File: src/rtl/hc74_arbiter.sv
// Two-requester round-robin arbiter that sequences SET/CLEAR/LOAD operations
// onto a pair of external flip-flops and keeps a shadow copy of their state.
module hc74_arbiter (
    input  logic       clk,
    input  logic       rst,
    input  logic       req1,
    input  logic       req2,
    input  logic [1:0] cmd1,
    input  logic [1:0] cmd2,
    input  logic       sel1,
    input  logic       sel2,
    input  logic       din1,
    input  logic       din2,
    output logic       gnt1,
    output logic       gnt2,
    output logic       ack1,
    output logic       ack2,
    output logic [1:0] s_n,
    output logic [1:0] r_n,
    output logic [1:0] d,
    output logic [1:0] clk_en,
    output logic [1:0] q,
    output logic       busy
);

    localparam logic [1:0] CMD_NOP  = 2'b00;
    localparam logic [1:0] CMD_SET  = 2'b01;
    localparam logic [1:0] CMD_CLR  = 2'b10;
    localparam logic [1:0] CMD_LOAD = 2'b11;

    typedef enum logic [1:0] {
        IDLE  = 2'b00,
        GRANT = 2'b01,
        DRIVE = 2'b10,
        DONE  = 2'b11
    } state_t;

    function automatic logic [1:0] sel_mask(input logic sel);
        return sel ? 2'b10 : 2'b01;
    endfunction

    state_t     state_r, state_s;
    logic       ptr_r, ptr_s;
    logic       arb_s;
    logic       owner_s;
    logic       win_r;
    logic [1:0] op_cmd_r;
    logic       op_sel_r;
    logic       op_din_r;
    logic [1:0] op_mask_s;

    logic       gnt1_r, gnt2_r, ack1_r, ack2_r, busy_r;
    logic       gnt1_s, gnt2_s, ack1_s, ack2_s, busy_s;
    logic [1:0] s_n_r, r_n_r, d_r, clk_en_r, q_r;
    logic [1:0] s_n_s, r_n_s, d_s, clk_en_s, q_s;

    // next-state logic: a fixed four-step walk once a request is seen
    always_comb begin
        state_s = state_r;
        case (state_r)
            IDLE: begin
                if (req1 || req2) begin
                    state_s = GRANT;
                end else begin
                    state_s = IDLE;
                end
            end
            GRANT:   state_s = DRIVE;
            DRIVE:   state_s = DONE;
            DONE:    state_s = IDLE;
            default: state_s = IDLE;
        endcase
    end

    // arbitration: ptr only matters when both request (0 = requester 1)
    always_comb begin
        arb_s = 1'b0;
        if (req1 && req2) begin
            arb_s = ptr_r;
        end else if (req2) begin
            arb_s = 1'b1;
        end else begin
            arb_s = 1'b0;
        end
        if (state_r == IDLE) begin
            owner_s = arb_s;
        end else begin
            owner_s = win_r;
        end
    end

    // next values of every registered output, derived from the next state
    always_comb begin
        op_mask_s = sel_mask(op_sel_r);
        gnt1_s    = 1'b0;
        gnt2_s    = 1'b0;
        ack1_s    = 1'b0;
        ack2_s    = 1'b0;
        s_n_s     = 2'b11;
        r_n_s     = 2'b11;
        d_s       = 2'b00;
        clk_en_s  = 2'b00;
        q_s       = q_r;
        ptr_s     = ptr_r;
        busy_s    = (state_s != IDLE);
        if (state_s != IDLE) begin
            gnt1_s = ~owner_s;
            gnt2_s = owner_s;
        end else begin
            gnt1_s = 1'b0;
            gnt2_s = 1'b0;
        end
        case (state_s)
            DRIVE: begin
                case (op_cmd_r)
                    CMD_SET:  s_n_s = ~op_mask_s;
                    CMD_CLR:  r_n_s = ~op_mask_s;
                    CMD_LOAD: begin
                        d_s      = {2{op_din_r}} & op_mask_s;
                        clk_en_s = op_mask_s;
                    end
                    CMD_NOP:  s_n_s = 2'b11;
                    default:  s_n_s = 2'b11;
                endcase
            end
            DONE: begin
                ack1_s = ~win_r;
                ack2_s = win_r;
                ptr_s  = ~win_r;
                case (op_cmd_r)
                    CMD_SET:  q_s = q_r | op_mask_s;
                    CMD_CLR:  q_s = q_r & ~op_mask_s;
                    CMD_LOAD: q_s = op_din_r ? (q_r | op_mask_s) : (q_r & ~op_mask_s);
                    CMD_NOP:  q_s = q_r;
                    default:  q_s = q_r;
                endcase
            end
            default: begin
                q_s = q_r;
            end
        endcase
    end

    // state, latched operation and output registers
    always_ff @(posedge clk) begin
        if (rst) begin
            state_r  <= IDLE;
            ptr_r    <= 1'b0;
            win_r    <= 1'b0;
            op_cmd_r <= CMD_NOP;
            op_sel_r <= 1'b0;
            op_din_r <= 1'b0;
            gnt1_r   <= 1'b0;
            gnt2_r   <= 1'b0;
            ack1_r   <= 1'b0;
            ack2_r   <= 1'b0;
            busy_r   <= 1'b0;
            s_n_r    <= 2'b11;
            r_n_r    <= 2'b11;
            d_r      <= 2'b00;
            clk_en_r <= 2'b00;
            q_r      <= 2'b00;
        end else begin
            state_r <= state_s;
            ptr_r   <= ptr_s;
            if ((state_r == IDLE) && (state_s == GRANT)) begin
                win_r    <= arb_s;
                op_cmd_r <= arb_s ? cmd2 : cmd1;
                op_sel_r <= arb_s ? sel2 : sel1;
                op_din_r <= arb_s ? din2 : din1;
            end
            gnt1_r   <= gnt1_s;
            gnt2_r   <= gnt2_s;
            ack1_r   <= ack1_s;
            ack2_r   <= ack2_s;
            busy_r   <= busy_s;
            s_n_r    <= s_n_s;
            r_n_r    <= r_n_s;
            d_r      <= d_s;
            clk_en_r <= clk_en_s;
            q_r      <= q_s;
        end
    end

    assign gnt1   = gnt1_r;
    assign gnt2   = gnt2_r;
    assign ack1   = ack1_r;
    assign ack2   = ack2_r;
    assign busy   = busy_r;
    assign s_n    = s_n_r;
    assign r_n    = r_n_r;
    assign d      = d_r;
    assign clk_en = clk_en_r;
    assign q      = q_r;

endmodule

File: config.mk
export PLATFORM = sky130hd
export DESIGN_NAME = hc74_arbiter
export DESIGN_NICKNAME = d
export VERILOG_FILES = /design/src/rtl/hc74_arbiter.sv
export SDC_FILE = /design/constraint.sdc
export NUM_CORES = 1
export LEC_CHECK = 0
export CORE_UTILIZATION = 40
export CTS_CLUSTER_DIAMETER = 100
export DETAILED_ROUTE_END_ITERATION = 7
export PLACE_DENSITY = 0.81
export SLEW_MARGIN = 10
export SYNTH_ARGS = -nofsm -noshare
export SYNTH_HDL_FRONTEND = slang
export SYNTH_SLANG_ARGS = --single-unit
File: constraint.sdc
create_clock -name clk -period 1.4 [get_ports clk]
set_clock_uncertainty 0.2 [all_clocks]
set_input_delay 0.21 -clock clk [delete_from_list [all_inputs] [get_ports clk]]
set_output_delay 0.21 -clock clk [all_outputs]
set_load 0.1 [all_outputs]
# [Word level (Yosys, flattened, before mapping)]
# Cells that the tools add are included.
[totals] n_memories=0 ramBits=0 wordCells=61 romBits=0 latch_bits=0 reg_bits=23 inputBits=12
[op_classes] muxes=11 multipliers=0 n_eq_ne=9 div_mod_pow=0 magnitude_cmp=0 bitwise=13 shift=0 add_sub_neg=0 n_reduce_logical=12
[op_table] cell="equality test 2 bit, second input constant" n=6
[op_table] cell="NOT 1 bit" n=9
[op_table] cell="OR reduction 3 bit" n=3
[op_table] cell="one-hot mux 2 bit (4 select lines)" n=1
[op_table] cell="equality test 2 x 1 -> 1 bit, second input constant" n=3
[op_table] cell="two-way mux 1 bit" n=6
[op_table] cell="two-way mux 2 bit" n=3
[op_table] cell="one-hot mux 2 bit (3 select lines)" n=1
[op_table] cell="AND 2 bit" n=2
[op_table] cell="logical NOT 2 bit" n=2
[op_table] cell="OR reduction 2 bit" n=2
[op_table] cell="logical AND 1 bit" n=2
[op_table] cell="NOT 2 bit" n=1
[op_table] cell="OR 2 bit" n=1
[op_table] cell="AND reduction 2 bit" n=1
[op_table] cell="nonzero test 2 bit" n=1
[op_table] cell="logical OR 1 bit" n=1

# [Logic depth before layout (Yosys ltp)]
# Gate-level depths: netlist of run 1.
[depth] ltp_word=6 mapped_depth=5 depth_no_buf=5

# [Worst setup path before layout of run 1]
# No wires, ideal clock.
[synth_timing] kind="register -> register" from="register state_r[0]" to="register op_cmd_r[0]" stages_incl_launch_ff=6 required_ns=1.109 arrival_time_ns=1.207 slack_ns=-0.098 path_buffers=0 cell_sequence="dfxtp_1 > inv_1 > ha_1 > and2b_4 > a21oi_1 > a311oi_1"
[synth_between] elab_chain_len=4 elab_cells_between_ends=7 classes_between="eq/ne (4); mux (1); reduce/logical (2)"
[synth_rtl] element="start: declaration" line_no="42" text="state_t state_r, state_s;"
[synth_rtl] element="start signal: assignment" line_no="164" text="state_r <= state_s;"
[synth_rtl] element="equality test 2 bit (tied with other cells)" line_no="60" text="case (state_r)"
[synth_rtl] element="one-hot mux 2 bit (4 select lines) *" line_no="60"
[synth_rtl] element="named net state_s[1]" line_no="42"
[synth_rtl] element="equality test 2 x 1 -> 1 bit *" line_no="166" text="if ((state_r == IDLE) && (state_s == GRANT)) begin"
[synth_rtl] element="logical AND 1 bit *" line_no="166"
[synth_rtl] element="end signal: assignment" line_no="168" text="op_cmd_r <= arb_s ? cmd2 : cmd1;"
[synth_rtl] element="end: declaration" line_no="47" text="logic [1:0] op_cmd_r;"
# Mark *: on every way through the listed nets, which the timed path passes. The rest lies on a longest branch.
# A chain may end at the register's enable or synchronous reset.

# [Worst setup path after layout of run 1]
[layout_timing] from="register state_r[1]" to="register op_din_r"
[layout_between] elab_chain_len=4 elab_cells_between_ends=7 classes_between="eq/ne (4); mux (1); reduce/logical (2)"
[layout_rtl] element="equality test 2 bit (tied with other cells)" line_no="60"
[layout_rtl] element="one-hot mux 2 bit (4 select lines) *" line_no="60"
[layout_rtl] element="named net state_s[1]" line_no="42"
[layout_rtl] element="equality test 2 x 1 -> 1 bit *" line_no="166"
[layout_rtl] element="logical AND 1 bit *" line_no="166"
[layout_rtl] element="end signal: assignment" line_no="170" text="op_din_r <= arb_s ? din2 : din1;"
[layout_rtl] element="end: declaration" line_no="49" text="logic op_din_r;"
# Marked as above.

==> results of run 1 <==
-- power groups by stage --
stage          registers (uW)  clock network [uW]  logic, uW
3_5_place_dp              940                   0       1280
5_1_grt                   949                 329       1540
2_1_floorplan            1230                   0        530
6_report                  934                 297       1450
4_1_cts                   933                 308       1310
3_3_place_gp              936                   0       1240
-- through the flow --
stage	hold slack [ps]	power, uW	instances
2_1_floorplan	74.2	1760	95
3_3_place_gp	250	2170	155
3_5_place_dp	261	2220	155
4_1_cts	278	2550	160
5_1_grt	294	2820	162
6_report	289	2680	162
-- metal layers --
metal  vias up  track usage, %  wire (um)
li1        416               -          -
met1       359            18.0        770
met2        41            29.5       1000
met3         8            4.67        147
met4         0            13.7         66
met5         -               0          0
-- layout by cell type, fill, tap and decap left out, types with 2 or more instances in the layout --
cell	synthesis	routed
dfxtp_1	23	19
buf_12	0	15
buf_4	0	13
clkdlybuf4s50_1	0	11
nand3_1	8	7
nor2_1	9	6
nand2_1	5	5
inv_1	6	4
a21oi_1	5	4
o21ai_0	5	4
dfxtp_2	0	4
a311oi_1	4	3
nor3_1	3	3
nor3b_1	3	3
clkbuf_4	0	3
inv_2	0	2
o21ai_1	1	2
o221a_1	2	2
and3_1	2	2
nor2_2	0	2
ha_4	0	2
-- worst register-to-register path, cell delays in order, from the launching register on --
cell and delay (ps):
dfxtp_2 350, inv_2 50, ha_4 240, and2b_4 280
a21oi_2 60, a311oi_2 230
-- final cells by class --
type	count	area, sq um	area share [%]
Sequential cell	23	465	30.7
Tap cell	27	33.8	2.23
Clock buffer	3	22.5	1.49
Clock inverter	1	5.00	0.330
Inverter	6	22.5	1.49
Timing Repair Buffer	39	508	33.5
Multi-Input combinational cell	63	459	30.3
-- cell families (layout without fill, tap and decap cells) --
group                      Yosys count  after routing  share of synthesized area, %
and+or+nand+nor                     38             38                          22.5
adders and majority gates            4              4                          5.60
AOI/OAI and AO/OA                   20             20                          15.1
muxes                                1              1                          1.12
buffers and inverters                9             49                          4.06
DFF                                 23             23                          51.5
-- cells in the mapped netlist, types with 2 or more instances --
| cell type | count | area share [%] |
|---|---|---|
| dfxtp_1 | 23 | 52 |
| nor2_1 | 9 | 3.8 |
| nand3_1 | 8 | 4.5 |
| inv_1 | 6 | 2.5 |
| a21oi_1 | 5 | 2.8 |
| nand2_1 | 5 | 2.1 |
| o21ai_0 | 5 | 2.8 |
| a311oi_1 | 4 | 3.9 |
| ha_1 | 4 | 5.6 |
| nor3_1 | 3 | 1.7 |
| nor3b_1 | 3 | 2.5 |
| and3_1 | 2 | 1.4 |
| buf_2 | 2 | 1.1 |
| nand2b_1 | 2 | 1.4 |
| o221a_1 | 2 | 2.5 |
-- flip-flops by register name, summed over array words and instances, names as in the netlist, 2 cells and up --
register,count
clk_en,2
d,2
op_cmd_r,2
q,2
r_n,2
s_n,2
state_r,2
-- timing repair --
| action | 4_1_cts | 5_1_grt |
|---|---|---|
| buffers inserted | 1 | 2 |
| hold buffers | 0 | 0 |
| pin swaps | 2 | 7 |
| resized for setup | 5 | 8 |
| hold endpoints to repair | 0 | 0 |
| setup endpoints to repair | 10 | 13 |
-- worst max-delay path by stage --
stage                     slack (ps)          end
final                            -90     op_din_r
after floorplan                    6         gnt1
after detailed placement        -230       r_n[0]
after global routing            -130     op_din_r
after global placement          -150         gnt2
after CTS                        -90  op_cmd_r[1]
==> reports/results.tsv, run 1 <==
metric	value	unit
total clock sinks	23	
worst-margin pin slew	335	ps
data arrival at the endpoint of the critical path	1520	ps
hold-critical path endpoint	op_cmd_r[0]	
cell family with most CP delay	flip-flops	
switching power as a share of total power	42.4	%
initial antenna violation count	0	
Rows	16	
Port Buf Inserts	26	
Die Height	49.3	um
number of enable-type register cells in the synthesized netlist	0	
maximum number of pins on one net before global-route repair	14	
sum of routed wire length over all layers	1990	um
DRC Markers	0	
number of buffer and inverter instances along the worst setup path	1	
routed len/inst	12.3	um
Switching Power	1140	uW
setup slack of the critical path after layout	-95.0	ps
critical path required time	1420	ps
number of violations reported at the end of detailed-routing iteration 0	8	
Cells after Synth	95	
part of the power in registers	34.9	%
highest net fanout along the worst path	5	
pwr/cell area	1770	mW/mm^2
violations in the final reports	setup timing	
Bufs on Longest Clock Path	2	
die footprint	0.00243	sq mm
max-slew violation total from the final report	0	
Async S/R FF share, synth	0	%
Hold Violations, Final	0	
number of synthesized register bits	23	
Overall Global Routing Usage	17.4	%
share of cells above drive strength 1	38.5	%
instance count on the critical path	5	
master cell of the clock root buffer	clkbuf_4	
Ys Warns	0	
sequence of cells on the critical path	inv_2 > ha_4 > and2b_4 > a21oi_2 > a311oi_2	
Final setup violation count	8	
register area share after synthesis	51.5	%
unrepaired setup endpoints after global routing	true	
area growth from synthesis to final layout	69.7	%
critical path's largest stage delay	350	ps
antenna violation net count after detailed routing	0	
number of H-tree levels	1	
combinational share of power	54.0	%
placeable core region	0.00202	sq mm
first-pass GRT wire length	3260	um
worst reg2reg path depth	5	
start point of the critical path	state_r[1]	
timing-limited maximum frequency	0.669	GHz
type of the most critical hold path	in -> reg	
endpoint type of the worst setup path	register	
Syn Nets	111	
number of distinct standard cells referenced by the synthesized netlist	27	
clock share of power	11.1	%
number of cells on the worst hold path	3	
vias per cell	5.09	
dominant synthesized flop cell	dfxtp_1	
clock tree from TritonCTS	yes	
final layout net count	152	
max-capacitance violation count	0	
total grt overflow	0	
number of detailed-route iterations in the first pass	4	
leakage dissipation	0.000595	uW
critical path class	reg -> reg	
DIE WIDTH	49.3	um
Placed Area	0.00142	sq mm
cell area after technology mapping	893	sq um
Top Ports	27	
mean post-synth cell area	9.40	sq um
min-delay src	cmd1[0]	
Critical-path top delay cell	dfxtp_2	
count of filler cells inserted in the layout	141	
startpoint of the lowest-slack register-to-register path	state_r[1]	
Worst-path clk slew	120	ps
number of buffers inserted during clock tree synthesis	3	
routed vias	824	
Max rail drop VDD	1360	uV
initial core utilization	44.2	%
minimum setup slack after placement	-232	ps
summed negative setup slack over all endpoints	-565	ps
outcome	complete, but fails checks	
area of all placed cells without fillers	0.00152	sq mm
setup slack of the most critical reg-to-reg path	-90	ps
period utilisation layout	107	%
reg-to-reg endpoint	op_din_r	
Slew headroom	77.6	%
fin util	75.0	%
count of inserted antenna diode cells	0	
final RePlAce weighted congestion	0.825	
clock period minus final worst setup slack	1490	ps
clock latency reported for the late side of the worst-skew pair	310	ps
internal power	1540	uW
element type at the critical path start	register	
via count of the first global-routing pass	814	
HPWL after detailed placement	1540	um
Note: power is estimated with default switching activity, not from simulation.
==> inputs of run 2 (changes only) <==
Settings changed: SKIP_LAST_GASP set to 1.
==> run 2 against run 1 <==
  * The flow still finishes with violations (setup timing)
  * Setup slack got worse by 5.5 ps
  * First-iteration DRC count unchanged
  * Die area stayed put
  * Register-to-register slack is essentially flat
  * Clock power about the same
  * Via count stayed put
  * Highest routed layer unchanged
  * Critical path depth stayed put
  * Non-clock buffer count is the same
  * Maximum frequency is 0.36% lower
  * Total power hardly changed
  * Wire length is the same
  * Sequential power about the same
==> reports/results.tsv, run 2 (same netlist as run 1, synthesis figures left out) <==
metric	value	unit
DRC Markers	0	
number of H-tree levels	1	
area growth from synthesis to final layout	69.7	%
number of detailed-route iterations in the first pass	4	
internal power	1540	uW
Worst Hold Slack	289	ps
vias per cell	5.09	
initial core utilization	44.2	%
Worst-path clk slew	120	ps
final layout net count	152	
timing-limited maximum frequency	0.666	GHz
Bufs on Longest Clock Path	2	
die footprint	0.00243	sq mm
critical path required time	1420	ps
outcome	complete, but fails checks	
max-capacitance violation count	0	
cell count after placement	155	
period utilisation layout	107	%
endpoint type of the worst setup path	register	
routed len/inst	12.3	um
most common cell after layout, fill and taps aside	dfxtp_1	
Final Non-Filler Cells	162	
total clock sinks	23	
minimum setup slack after placement	-232	ps
clock latency reported for the late side of the worst-skew pair	310	ps
clock tree from TritonCTS	yes	
Die Height	49.3	um
number of buffers inserted during clock tree synthesis	3	
total grt overflow	0	
sequence of cells on the critical path	inv_2 > ha_4 > and2b_4 > a21oi_2 > a311oi_2	
combinational share of power	54.1	%
clock share of power	11.1	%
cell family with most CP delay	flip-flops	
highest net fanout along the worst path	5	
initial antenna violation count	0	
part of the power in registers	34.8	%
DIE WIDTH	49.3	um
Switching Power	1140	uW
switching power as a share of total power	42.4	%
setup slack of the critical path after layout	-100	ps
Overall Global Routing Usage	17.4	%
data arrival at the endpoint of the critical path	1520	ps
max-slew violation total from the final report	0	
element type at the critical path start	register	
first-pass GRT wire length	3260	um
fin util	75.0	%
Max rail drop VDD	1360	uV
Top Ports	27	
final RePlAce weighted congestion	0.825	
type of the most critical hold path	in -> reg	
clock period minus final worst setup slack	1500	ps
total design power	2680	uW
antenna violation net count after detailed routing	0	
share of cells above drive strength 1	38.5	%
Port Buf Inserts	26	
pwr/cell area	1770	mW/mm^2
start point of the critical path	state_r[1]	
HPWL after detailed placement	1540	um
critical path class	reg -> reg	
Rows	16	
count of inserted antenna diode cells	0	
Slew headroom	77.6	%
leakage dissipation	0.000595	uW
Hold Violations, Final	0	
min-delay src	cmd1[0]	
master cell of the clock root buffer	clkbuf_4	
number of violations reported at the end of detailed-routing iteration 0	8	
Critical-path top delay cell	dfxtp_2	
worst-margin pin slew	335	ps
critical path's largest stage delay	350	ps
placeable core region	0.00202	sq mm
routed vias	824	
commonest non-fill, non-tap cells in the layout	dfxtp_1 (19), buf_12 (15), buf_4 (13)	
unrepaired setup endpoints after global routing	true	
maximum number of pins on one net before global-route repair	14	
number of buffer and inverter instances along the worst setup path	1	
sum of routed wire length over all layers	1990	um
via count of the first global-routing pass	814	
Final setup violation count	8	
violations in the final reports	setup timing	
startpoint of the lowest-slack register-to-register path	state_r[1]	
run 2: what timing repair did:
item | CTS | global route
setup buffers | 1 | 2
hold endpoints to repair | 0 | 0
pin swaps | 2 | 6
hold buffers | 0 | 0
endpoints found under the setup margin | 10 | 13
resized for setup | 5 | 8
run 2: final timing paths:
check                              endpoint  slack [ps]  cells after the start
worst max-delay path               op_din_r        -100                      5
worst min-delay path            op_cmd_r[0]         290                      3
worst max register to register     op_din_r        -100                      5
worst min register to register       s_n[1]         290                      1
run 2: layout make-up:
type,count,area [sq um]
clock inverter,1,5.00
sequential,23,465
multi-input combinational,63,459
clock buffer,3,22.5
inverter,6,22.5
fill,141,505
tap,27,33.8
timing repair buffer,39,508
run 2: power by group through the flow:
stage	clock [uW]	combinational (uW)	sequential (uW)
floorplan	0	530	1230
global placement	0	1240	936
detailed placement	0	1280	940
CTS	308	1310	933
global route	329	1550	949
finish	297	1450	934
run 2: stage by stage:
| stage | setup TNS (ps) | area [sq um] |
|---|---|---|
| 2_1_floorplan | 0 | 912 |
| 3_3_place_gp | -1350 | 1420 |
| 3_5_place_dp | -2000 | 1420 |
| 4_1_cts | -512 | 1470 |
| 5_1_grt | -1010 | 1520 |
| 6_report | -578 | 1520 |
run 2: routing by layer:
| metal | routed length (um) | share of wire [%] | vias up | GRT usage (%) |
|---|---|---|---|---|
| li1 | - | - | 416 | - |
| met1 | 770 | 39 | 359 | 18.0 |
| met2 | 1000 | 50 | 41 | 29.5 |
| met3 | 147 | 7.4 | 8 | 4.67 |
| met4 | 66 | 3.3 | 0 | 13.7 |
| met5 | 0 | 0 | - | 0 |
run 2: worst reg2reg max path: stages (launching register included):
cell and delay [ps]:
dfxtp_2 350, inv_2 50, ha_4 240, and2b_4 280, a21oi_2 60, a311oi_2 230
